$ cat config.mk
export PLATFORM = sky130hd
export DESIGN_NAME = mat_soma_ctrl_flat
export DESIGN_NICKNAME = d
export VERILOG_FILES = /design/src/rtl/mat_soma_ctrl_if.sv /design/src/rtl/mat_soma_ctrl.sv /design/src/flat_wrapper.sv
export SDC_FILE = /design/constraint.sdc
export NUM_CORES = 1
export LEC_CHECK = 0
export ABC_AREA = 0
export ABC_CLOCK_PERIOD_IN_PS = 1850
export BUFFER_PORTS_ARGS = -buffer_cell sky130_fd_sc_hd__buf_2
export CELL_PAD_IN_SITES_DETAIL_PLACEMENT = 0
export CELL_PAD_IN_SITES_GLOBAL_PLACEMENT = 2
export CORE_ASPECT_RATIO = 1.4
export CORE_MARGIN = 4
export CORE_UTILIZATION = 21
export CTS_CLUSTER_DIAMETER = 200
export DETAILED_ROUTE_END_ITERATION = 12
export PLACE_DENSITY_LB_ADDON = 0.1
export SKIP_LAST_GASP = 1
export SLEW_MARGIN = 20
export SYNTH_ARGS = -nofsm -noshare
export SYNTH_HDL_FRONTEND = slang
export SYNTH_SLANG_ARGS = --single-unit
$ cat constraint.sdc
create_clock -name clk -period 1.85 [get_ports clk]
set_clock_uncertainty 0.15 [all_clocks]
set_input_delay 0.4625 -clock clk [delete_from_list [all_inputs] [get_ports clk]]
set_output_delay 0.4625 -clock clk [all_outputs]
set_load 0.1 [all_outputs]
$ cat src/rtl/mat_soma_ctrl_if.sv
// Bus bundle between the matrix-add sequencer and its banks, adder and requester.
interface mat_soma_ctrl_if #(
    parameter int unsigned DATA_W = 8,
    parameter int unsigned ADDR_W = 5
) ();
    logic              start;
    logic [2:0]        tamanho;
    logic              busy;
    logic              done;
    logic              erro;
    logic              overflow;
    logic              mem_rd_en;
    logic [ADDR_W-1:0] mem_addr;
    logic [DATA_W-1:0] mem_a_dado;
    logic [DATA_W-1:0] mem_b_dado;
    logic [DATA_W-1:0] soma_a;
    logic [DATA_W-1:0] soma_b;
    logic [DATA_W-1:0] soma_resultado;
    logic              res_we;
    logic [ADDR_W-1:0] res_addr;
    logic [DATA_W-1:0] res_dado;

    modport master (
        input  start, tamanho, mem_a_dado, mem_b_dado, soma_resultado,
        output busy, done, erro, overflow, mem_rd_en, mem_addr,
               soma_a, soma_b, res_we, res_addr, res_dado
    );

    modport slave (
        output start, tamanho, mem_a_dado, mem_b_dado, soma_resultado,
        input  busy, done, erro, overflow, mem_rd_en, mem_addr,
               soma_a, soma_b, res_we, res_addr, res_dado
    );
endinterface

$ cat src/rtl/mat_soma_ctrl.sv
// Element-wise matrix addition sequencer: streams A/B reads through the shared
// wrap-around adder into the result bank at one element per cycle.
module mat_soma_ctrl #(
    parameter int unsigned N_MAX  = 5,
    parameter int unsigned DATA_W = 8,
    parameter int unsigned ADDR_W = 5
) (
    input  logic            clk,
    input  logic            rst_n,
    mat_soma_ctrl_if.master bus
);
    localparam int unsigned MSB = DATA_W - 1;

    typedef enum logic [1:0] {IDLE, LEITURA, DRENO, FIM} state_t;

    state_t            state;
    logic [ADDR_W-1:0] last_addr;
    logic [ADDR_W-1:0] tam_sq;
    logic              tam_ok;
    logic              ovf_hit;

    assign tam_ok = (bus.tamanho != 3'd0) && (32'(bus.tamanho) <= N_MAX);
    assign tam_sq = ADDR_W'(bus.tamanho) * ADDR_W'(bus.tamanho);

    // Write stage is combinational on bank data; gated so idle drive stays zero.
    assign bus.soma_a   = bus.res_we ? bus.mem_a_dado : '0;
    assign bus.soma_b   = bus.res_we ? bus.mem_b_dado : '0;
    assign bus.res_dado = bus.res_we ? bus.soma_resultado : '0;

    assign ovf_hit = bus.res_we
                   && (bus.soma_a[MSB] == bus.soma_b[MSB])
                   && (bus.soma_resultado[MSB] != bus.soma_a[MSB]);

    always_ff @(posedge clk) begin
        if (!rst_n) begin
            state         <= IDLE;
            last_addr     <= '0;
            bus.busy      <= 1'b0;
            bus.done      <= 1'b0;
            bus.erro      <= 1'b0;
            bus.overflow  <= 1'b0;
            bus.mem_rd_en <= 1'b0;
            bus.mem_addr  <= '0;
            bus.res_we    <= 1'b0;
            bus.res_addr  <= '0;
        end else begin
            bus.done     <= 1'b0;
            bus.erro     <= 1'b0;
            // Write stage trails the read stage by exactly one cycle.
            bus.res_we   <= bus.mem_rd_en;
            bus.res_addr <= bus.mem_rd_en ? bus.mem_addr : '0;
            if (ovf_hit) begin
                bus.overflow <= 1'b1;
            end

            case (state)
                IDLE: begin
                    if (bus.start) begin
                        if (tam_ok) begin
                            last_addr     <= tam_sq - ADDR_W'(1);
                            bus.overflow  <= 1'b0;
                            bus.busy      <= 1'b1;
                            bus.mem_rd_en <= 1'b1;
                            bus.mem_addr  <= '0;
                            state         <= LEITURA;
                        end else begin
                            bus.erro <= 1'b1;
                        end
                    end
                end
                LEITURA: begin
                    if (bus.mem_addr == last_addr) begin
                        bus.mem_rd_en <= 1'b0;
                        bus.mem_addr  <= '0;
                        state         <= DRENO;
                    end else begin
                        bus.mem_addr <= bus.mem_addr + ADDR_W'(1);
                    end
                end
                DRENO: begin
                    bus.busy <= 1'b0;
                    bus.done <= 1'b1;
                    state    <= FIM;
                end
                FIM: begin
                    state <= IDLE;
                end
                default: begin
                    state <= IDLE;
                end
            endcase
        end
    end
endmodule

$ cat src/flat_wrapper.sv
// flat-port wrapper written by rule: the top's interface ports become plain ports
module mat_soma_ctrl_flat 
#(
    parameter int unsigned N_MAX  = 5,
    parameter int unsigned DATA_W = 8,
    parameter int unsigned ADDR_W = 5
)
  (clk, rst_n, bus_start, bus_tamanho, bus_mem_a_dado, bus_mem_b_dado, bus_soma_resultado, bus_busy, bus_done, bus_erro, bus_overflow, bus_mem_rd_en, bus_mem_addr, bus_soma_a, bus_soma_b, bus_res_we, bus_res_addr, bus_res_dado);
  mat_soma_ctrl_if #(.DATA_W(DATA_W), .ADDR_W(ADDR_W)) bus_i ();
  input  logic clk;
  input  logic rst_n;
  input wire logic [$bits(bus_i.start)-1:0] bus_start;
  input wire logic [$bits(bus_i.tamanho)-1:0] bus_tamanho;
  input wire logic [$bits(bus_i.mem_a_dado)-1:0] bus_mem_a_dado;
  input wire logic [$bits(bus_i.mem_b_dado)-1:0] bus_mem_b_dado;
  input wire logic [$bits(bus_i.soma_resultado)-1:0] bus_soma_resultado;
  output wire logic [$bits(bus_i.busy)-1:0] bus_busy;
  output wire logic [$bits(bus_i.done)-1:0] bus_done;
  output wire logic [$bits(bus_i.erro)-1:0] bus_erro;
  output wire logic [$bits(bus_i.overflow)-1:0] bus_overflow;
  output wire logic [$bits(bus_i.mem_rd_en)-1:0] bus_mem_rd_en;
  output wire logic [$bits(bus_i.mem_addr)-1:0] bus_mem_addr;
  output wire logic [$bits(bus_i.soma_a)-1:0] bus_soma_a;
  output wire logic [$bits(bus_i.soma_b)-1:0] bus_soma_b;
  output wire logic [$bits(bus_i.res_we)-1:0] bus_res_we;
  output wire logic [$bits(bus_i.res_addr)-1:0] bus_res_addr;
  output wire logic [$bits(bus_i.res_dado)-1:0] bus_res_dado;
  assign bus_i.start = bus_start;
  assign bus_i.tamanho = bus_tamanho;
  assign bus_i.mem_a_dado = bus_mem_a_dado;
  assign bus_i.mem_b_dado = bus_mem_b_dado;
  assign bus_i.soma_resultado = bus_soma_resultado;
  assign bus_busy = bus_i.busy;
  assign bus_done = bus_i.done;
  assign bus_erro = bus_i.erro;
  assign bus_overflow = bus_i.overflow;
  assign bus_mem_rd_en = bus_i.mem_rd_en;
  assign bus_mem_addr = bus_i.mem_addr;
  assign bus_soma_a = bus_i.soma_a;
  assign bus_soma_b = bus_i.soma_b;
  assign bus_res_we = bus_i.res_we;
  assign bus_res_addr = bus_i.res_addr;
  assign bus_res_dado = bus_i.res_dado;
  mat_soma_ctrl #(.N_MAX(N_MAX), .DATA_W(DATA_W), .ADDR_W(ADDR_W)) u_core (.clk(clk), .rst_n(rst_n), .bus(bus_i));
endmodule
After elaboration in Yosys (flattened, before gate mapping)

Cells that the tools add are included.

Register bits: 23
Bits of input ports: 30
Output and inout port bits: 40
Logic and storage cells: 59

Add/sub/neg operators: 2
$mul: 1
Order comparisons: 1
Equality and inequality tests: 9
Muxes and demuxes: 22
Reductions and logical operators: 14

Operator list:

| cell                                                               | count |
|---|---|
| 8-bit 2-to-1 mux                                                   | 3 |
| 5-bit 2-to-1 mux                                                   | 3 |
| 3-bit AND reduction                                                | 5 |
| 5-bit one-hot mux with 2 select lines                              | 1 |
| 1-bit 2-to-1 mux                                                   | 9 |
| 2-bit one-hot mux with 4 select lines                              | 1 |
| 2-bit 2-to-1 mux                                                   | 3 |
| 5-bit by 1-bit adder with 5-bit output, second input constant      | 1 |
| 5-bit == test                                                      | 1 |
| 3-bit by 3-bit multiplier with 5-bit output                        | 1 |
| 5-bit by 1-bit subtractor with 5-bit output, second input constant | 1 |
| 2-bit == test, second input constant                               | 2 |
| 2-bit by 1-bit != test with 1-bit output, second input constant    | 2 |
| 1-bit one-hot mux with 2 select lines                              | 2 |
| 4-bit AND reduction                                                | 1 |
| 2-bit nonzero test                                                 | 2 |
| 3-bit less-or-equal comparator, second input constant              | 1 |
| 1-bit logical AND                                                  | 3 |
| 3-bit nonzero test                                                 | 1 |
| 2-bit by 1-bit == test with 1-bit output, second input constant    | 1 |
| 2-bit zero test                                                    | 1 |
| 2-bit != test, second input constant                               | 1 |
| 2-bit AND reduction                                                | 1 |
| 1-bit == test                                                      | 1 |
| 1-bit != test                                                      | 1 |

Logic depth before layout (Yosys ltp)

Gate-level depths: netlist (run 1).

Depth in word-level cells: 8
Depth in mapped cells: 6
Mapped depth without buffers: 6

Least setup slack after synthesis (run 1)

Ideal clock, no wire load.

Path kind: reg2out
Start point: register u_core.bus.res_we
End point: output port bus_res_dado[1]
Arrival: 2.037 ns
Data required time: 1.237 ns
Slack: -0.799 ns
Stages on the path, launching flop included: 3
Path buffers: 1
Cell sequence: dfxtp_1 clkbuf_1 and2_1

Cells in the longest elaborated chain, start to end: 1

RTL lines:

| item                   | RTL line               | source |
|---|---|---|
| start, declared        | mat_soma_ctrl_if.sv:26 | `soma_a, soma_b, res_we, res_addr, res_dado` |
| start signal, assigned | mat_soma_ctrl.sv:50    | `bus.res_we <= bus.mem_rd_en;` |
| 8-bit 2-to-1 mux       | mat_soma_ctrl.sv:28    | `assign bus.res_dado = bus.res_we ? bus.soma_resultado : '0;` |
| end, declared          | flat_wrapper.sv:27     | `output wire logic [$bits(bus_i.res_dado)-1:0] bus_res_dado;` |

Every way passes these cells.

Worst setup path after layout (run 1)

Start point: register u_core.bus.res_we
End point: output port bus_res_dado[0]

The elaborated chain is that of the path after synthesis.

==> flow_summary.json, run 1 <==
{
  "drive_above_1_share": 0.596,
  "die_w_um": 74.0,
  "num_rows": 33,
  "avgViaCountPerCell": 4.65,
  "slew_headroom": 0.669,
  "p_seq_frac": 0.213,
  "reg2reg_depth": 7,
  "start_kind": "flop",
  "netlist_area_mm2": 0.00128,
  "synth_common_cells": "and2_1 (29), dfxtp_1 (22), inv_1 (8)",
  "cp.arrival_ns": 1.16,
  "seq_area_frac_synth": 0.344,
  "fmax_ghz": 0.563,
  "hold_violations": 0,
  "endpoint": "bus_res_dado[0]",
  "cp_num_buf_inv": 1,
  "cpPeakStageDelay_ns": 0.50,
  "clock_latency_ns": 0.27,
  "required_ns": 1.24,
  "synth_seq_cells": 22,
  "cp_num_cells": 2,
  "wire_per_inst_um": 13.7,
  "synth_most_common_cell": "and2_1",
  "first_iter_violations": 10,
  "syn_area_per_cell_um2": 8.78,
  "ys_async_sr_fraction": 0,
  "synth_ff_type": "dfxtp_1",
  "cts_hold_buffers": 0,
  "htree_levels": 1,
  "period_minus_slack_ns": 1.78,
  "yosys_warnings": 0,
  "initial_core_util": 0.217,
  "cellLeakagePower_nw": 1.07,
  "switching_share": 0.475,
  "drc": 0,
  "antenna_found_initial": 0,
  "synthCells": 146,
  "grt_pass1_vias": 1389,
  "p_comb_frac": 0.639,
  "powerDensity_mw_per_mm2": 1290,
  "fp.dieH_um": 100,
  "layout.nets": 264,
  "cts-root-buf": "clkbuf_8",
  "synth_edf_count": 0,
  "synth_fp_nets": 181,
  "worst_hold_path_type": "flop to flop",
  "dp_cells": 294,
  "p_sw_mw": 1.46,
  "vias": 1385,
  "io_buffers": 69,
  "cp-end-kind": "primary output",
  "outcome": "completed",
  "grt_setup_unrepaired": "no",
  "slew_viol_final": 0,
  "yosys.area.top_type": "dfxtp_1",
  "firstDrtPassIters": 4,
  "fin_cells": 298,
  "pre_cts_slack_ns": -0.0690,
  "nFillCells": 612,
  "cpMaxStageDelayCell": "dfxtp_4",
  "netlist.area_leader.share": 0.344,
  "pwr-share-clk": 0.148,
  "maxCapViolCount": 0,
  "coreArea_mm2": 0.00590,
  "ant_nets": 0,
  "die_area_mm2": 0.00743,
  "p_int_mw": 1.61,
  "cts_tree": "built",
  "grt.overflow.total": 0,
  "setup_slack_ns": 0.0728,
  "crit_fanout": 26,
  "r2r-start": "u_core.state[0]$_SDFFE_PN0P_",
  "cts_buffers": 3,
  "routed_wl_um": 4090,
  "cp_top_family": "flip-flops",
  "r2r_setup_slack_ns": 0.10,
  "clk_transition_reported_paths_ns": 0.09,
  "crit_chain": "and2_2 > buf_12",
  "dp_hpwl_um": 3550,
  "setup_viol": 0,
  "setup.worst_path.class": "flop to primary output",
  "grt_max_degree": 27,
  "clk_path_buf_depth": 2,
  "grt_usage": 0.108,
  "crit_start": "u_core.bus.res_we$_SDFF_PN0_",
  "reg2reg_to": "u_core.bus.mem_addr[3]$_SDFFE_PN0P_",
  "area_growth_pct": 85.4,
  "num_antenna_cells": 0,
  "hold_ws_ns": 0.367,
  "ir_drop_mv": 0.374,
  "synthTopCellsByArea": "dfxtp_1 (34%), and2_1 (14%), ha_1 (4.9%), and3_1 (2.4%), a211oi_1 (2.3%)",
  "grt_pass1_wl_um": 6320,
  "worstMarginPinSlew_ns": 0.500,
  "timing.final.crit_share": 0.961,
  "synth.distinct_cells": 45,
  "gp_congestion": 0.798,
  "io_pins": 70,
  "clock_sinks": 22
}
-- power groups by stage --
stage	Combinational (mW)	Sequential [mW]	Clock (mW)
floorplan	0.996	0.908	0
global placement	1.93	0.662	0
detailed placement	1.95	0.669	0
CTS	1.98	0.657	0.467
global route	2.07	0.675	0.481
finish	1.97	0.655	0.456
-- cells in the final DEF, fill, tap and decap left out, drive strengths merged, types with 2 or more instances in the layout --
| cell type | netlist | routed |
|---|---|---|
| and2 | 30 | 30 |
| nand2 | 7 | 7 |
| clkbuf | 4 | 3 |
| xnor2 | 2 | 2 |
| dfxtp | 22 | 22 |
| a31o | 2 | 2 |
| nand2b | 2 | 2 |
| nand3 | 4 | 4 |
| o21ai | 4 | 4 |
| ha | 5 | 5 |
| nand4 | 2 | 2 |
| or3 | 4 | 4 |
| nor3 | 3 | 3 |
| o31ai | 4 | 4 |
| a211oi | 4 | 4 |
| xor2 | 3 | 3 |
| and3 | 6 | 6 |
| inv | 8 | 8 |
| a21oi | 4 | 4 |
| mux2i | 2 | 2 |
| a221oi | 3 | 3 |
| buf | 3 | 85 |
| nor2 | 6 | 6 |
-- cells by family after synthesis --
group	Yosys count	synth area share
flops	22	0.344
simple gates	66	0.313
mux	2	0.0156
xor+xnor	5	0.0342
buf+inv	15	0.0508
compound gates	31	0.194
fa+ha+maj	5	0.0488
-- tightest hold or removal path: stages (launching register included) --
cell and delay, ns:
dfxtp_1 0.33, nor2_1 0.10, a311oi_1 0.05
-- how the worst min path moves through the flow --
stage,to,cells past startpoint,start,slack (ns)
after floorplan,u_core.state[1]$_SDFFE_PN0P_,2,u_core.state[1]$_SDFFE_PN0P_,0.30
after global placement,u_core.bus.mem_addr[1]$_SDFFE_PN0P_,2,u_core.bus.mem_addr[1]$_SDFFE_PN0P_,0.35
after detailed placement,u_core.last_addr[3]$_SDFFE_PN0P_,2,u_core.last_addr[3]$_SDFFE_PN0P_,0.36
after CTS,u_core.last_addr[3]$_SDFFE_PN0P_,2,u_core.last_addr[3]$_SDFFE_PN0P_,0.37
after global routing,u_core.bus.busy$_SDFFE_PN0P_,2,rst_n,0.40
final,u_core.last_addr[4]$_SDFFE_PN0P_,2,u_core.last_addr[4]$_SDFFE_PN0P_,0.37
-- flip-flops by register name, summed over array words and instances, names as in the netlist --
name and flops:
u_core.bus.overflow 1, u_core.bus.done 1, u_core.last_addr 4, u_core.bus.mem_rd_en 1, u_core.bus.res_addr 5, u_core.bus.busy 1
u_core.bus.mem_addr 5, u_core.bus.erro 1, u_core.bus.res_we 1, u_core.state 2
-- final cells by class --
| type | instances | area, µm² | share of cell area |
|---|---|---|---|
| Clock buffer | 3 | 41.3 | 0.0174 |
| Clock inverter | 1 | 30.0 | 0.0126 |
| Inverter | 8 | 30.0 | 0.0126 |
| Multi-Input combinational cell | 109 | 866 | 0.364 |
| Sequential cell | 22 | 453 | 0.191 |
| Tap cell | 70 | 87.6 | 0.0369 |
| Timing Repair Buffer | 85 | 868 | 0.365 |
-- repair_timing --
item | in CTS | in global routing
pin swaps | 0 | 1
buffers inserted | 0 | 0
endpoints found under the setup margin | 1 | 1
resized for setup | 2 | 2
-- through the flow --
stage,power (mW),setup TNS (ns),utilization,area (µm²)
floorplan,1.90,0,-,1370
global placement,2.60,-0.155,0.388,2290
detailed placement,2.62,-0.191,0.388,2290
CTS,3.11,0,0.402,2380
global route,3.23,0,0.402,2380
finish,3.08,0,0.402,2380
-- layer usage --
layer	global-route usage	routed length [µm]	vias to the layer above
li1	-	-	681
met3	0.0170	432	6
met4	0.0488	78	0
met5	0	0	-
met2	0.202	2040	69
met1	0.113	1530	629
Power figures use the tool's default switching activity.
==> run 2, diff against run 1 <==
--- a/config.mk
+++ b/config.mk
@@ -11,10 +11,10 @@
 export CELL_PAD_IN_SITES_DETAIL_PLACEMENT = 0
 export CELL_PAD_IN_SITES_GLOBAL_PLACEMENT = 2
 export CORE_ASPECT_RATIO = 1.4
-export CORE_MARGIN = 4
 export CORE_UTILIZATION = 21
 export CTS_CLUSTER_DIAMETER = 200
 export DETAILED_ROUTE_END_ITERATION = 12
+export HOLD_SLACK_MARGIN = 0.06
 export PLACE_DENSITY_LB_ADDON = 0.1
 export SKIP_LAST_GASP = 1
 export SLEW_MARGIN = 20
==> flow_summary.json, run 2 (synthesis results as in run 1) <==
{
  "period_minus_slack_ns": 1.80,
  "required_ns": 1.88,
  "slew_headroom": 0.669,
  "drive_above_1_share": 0.588,
  "wire_per_inst_um": 13.3,
  "cts-root-buf": "clkbuf_8",
  "drc": 0,
  "grt_pass1_wl_um": 6110,
  "r2r_setup_slack_ns": 0.05,
  "worst_hold_path_type": "primary input to flop",
  "firstDrtPassIters": 4,
  "clk_path_buf_depth": 2,
  "grt_max_degree": 27,
  "cts_tree": "built",
  "grt.overflow.total": 0,
  "clock_latency_ns": 0.27,
  "mostFrequentLayoutCells": "buf_2 (42), buf_12 (27), and2_4 (21)",
  "fmax_ghz": 0.555,
  "clock_sinks": 22,
  "cellLeakagePower_nw": 1.07,
  "io_buffers": 69,
  "finalInstanceArea_mm2": 0.00238,
  "cts_hold_buffers": 0,
  "initial_core_util": 0.219,
  "cp.arrival_ns": 1.83,
  "area_growth_pct": 85.6,
  "num_antenna_cells": 0,
  "mostFrequentLayoutCell": "buf_2",
  "grt_setup_unrepaired": "yes",
  "ir_drop_mv": 0.336,
  "antenna_found_initial": 0,
  "die_area_mm2": 0.00642,
  "grt_pass1_vias": 1346,
  "coreArea_mm2": 0.00586,
  "largest_registers": "u_core.bus.mem_addr: 5 flops, u_core.bus.res_addr: 5 flops, u_core.last_addr: 4 flops",
  "fp.dieH_um": 94.4,
  "start_kind": "flop",
  "setup_viol": 0,
  "maxCapViolCount": 0,
  "ant_nets": 0,
  "powerDensity_mw_per_mm2": 1300,
  "hold_violations": 0,
  "dp_hpwl_um": 3260,
  "gp_congestion": 0.699,
  "setup_slack_ns": 0.0473,
  "worstMarginPinSlew_ns": 0.499,
  "timing.final.crit_share": 0.974,
  "slew_viol_final": 0,
  "io_pins": 70,
  "crit_fanout": 4,
  "cp-end-kind": "flop",
  "routed_wl_um": 3970,
  "layout.nets": 264,
  "cts_buffers": 3,
  "first_iter_violations": 32,
  "clk_transition_reported_paths_ns": 0.09,
  "setup.worst_path.class": "flop to flop",
  "avgViaCountPerCell": 4.60,
  "grt_usage": 0.125,
  "num_rows": 33,
  "pre_cts_slack_ns": -0.0673,
  "die_w_um": 68.0,
  "place_area_mm2": 0.00229,
  "htree_levels": 1,
  "vias": 1370,
  "outcome": "completed"
}
run 2: repair_timing:
item | 4_1_cts | 5_1_grt
gates cloned | 0 | 0
buffers inserted | 0 | 0
hold endpoints to repair | 0 | 0
endpoints found under the setup margin | 1 | 6
resized for setup | 1 | 2
run 2: worst max-delay path, stage by stage (launching register included):
cell,delay [ns]
dfxtp_1,0.32
inv_1,0.12
ha_4,0.18
nand2_4,0.07
o31a_1,0.33
or3_1,0.33
a221oi_2,0.23
run 2: layout make-up:
cell class,instances,area (µm²)
fill,577,3480
timing repair buffer,85,871
multi-input combinational,109,866
sequential,22,453
tap,70,87.6
clock buffer,3,41.3
clock inverter,1,30.0
inverter,8,30.0
run 2: worst paths after layout:
kind                                       startpoint                                  end  depth (start not counted)
setup / recovery         u_core.state[0]$_SDFFE_PN0P_  u_core.bus.mem_addr[2]$_SDFFE_PN0P_                          6
hold / removal                              bus_start           u_core.bus.erro$_SDFF_PN0_                          3
setup reg to reg         u_core.state[0]$_SDFFE_PN0P_  u_core.bus.mem_addr[2]$_SDFFE_PN0P_                          6
hold reg to reg   u_core.bus.mem_addr[1]$_SDFFE_PN0P_  u_core.bus.mem_addr[1]$_SDFFE_PN0P_                          2
run 2: per-layer routing:
| layer | part of all wire | track usage | vias up |
|---|---|---|---|
| met4 | 0.0063 | 0.0313 | 0 |
| met1 | 0.40 | 0.140 | 622 |
| met2 | 0.50 | 0.231 | 63 |
| li1 | - | - | 683 |
| met5 | 0 | 0 | - |
| met3 | 0.091 | 0.0266 | 2 |
run 2: report_power, final:
group / leakage [nW] / internal [mW] / switching (mW) / total [mW]
registers: 0.183 / 0.553 / 0.104 / 0.657
clock network: 0.0357 / 0.289 / 0.167 / 0.456
logic: 0.856 / 0.783 / 1.20 / 1.99
run 2: through the flow:
stage / total power, mW / cells / util / hold WS [ns] / setup TNS (ns)
detailed placement: 2.63 / 294 / 0.391 / 0.356 / -0.288
finish: 3.10 / 298 / 0.406 / 0.367 / 0
global placement: 2.60 / 294 / 0.391 / 0.344 / -0.0999
global route: 3.27 / 298 / 0.406 / 0.382 / -0.0283
floorplan: 1.90 / 146 / - / 0.305 / 0
CTS: 3.10 / 298 / 0.404 / 0.371 / 0
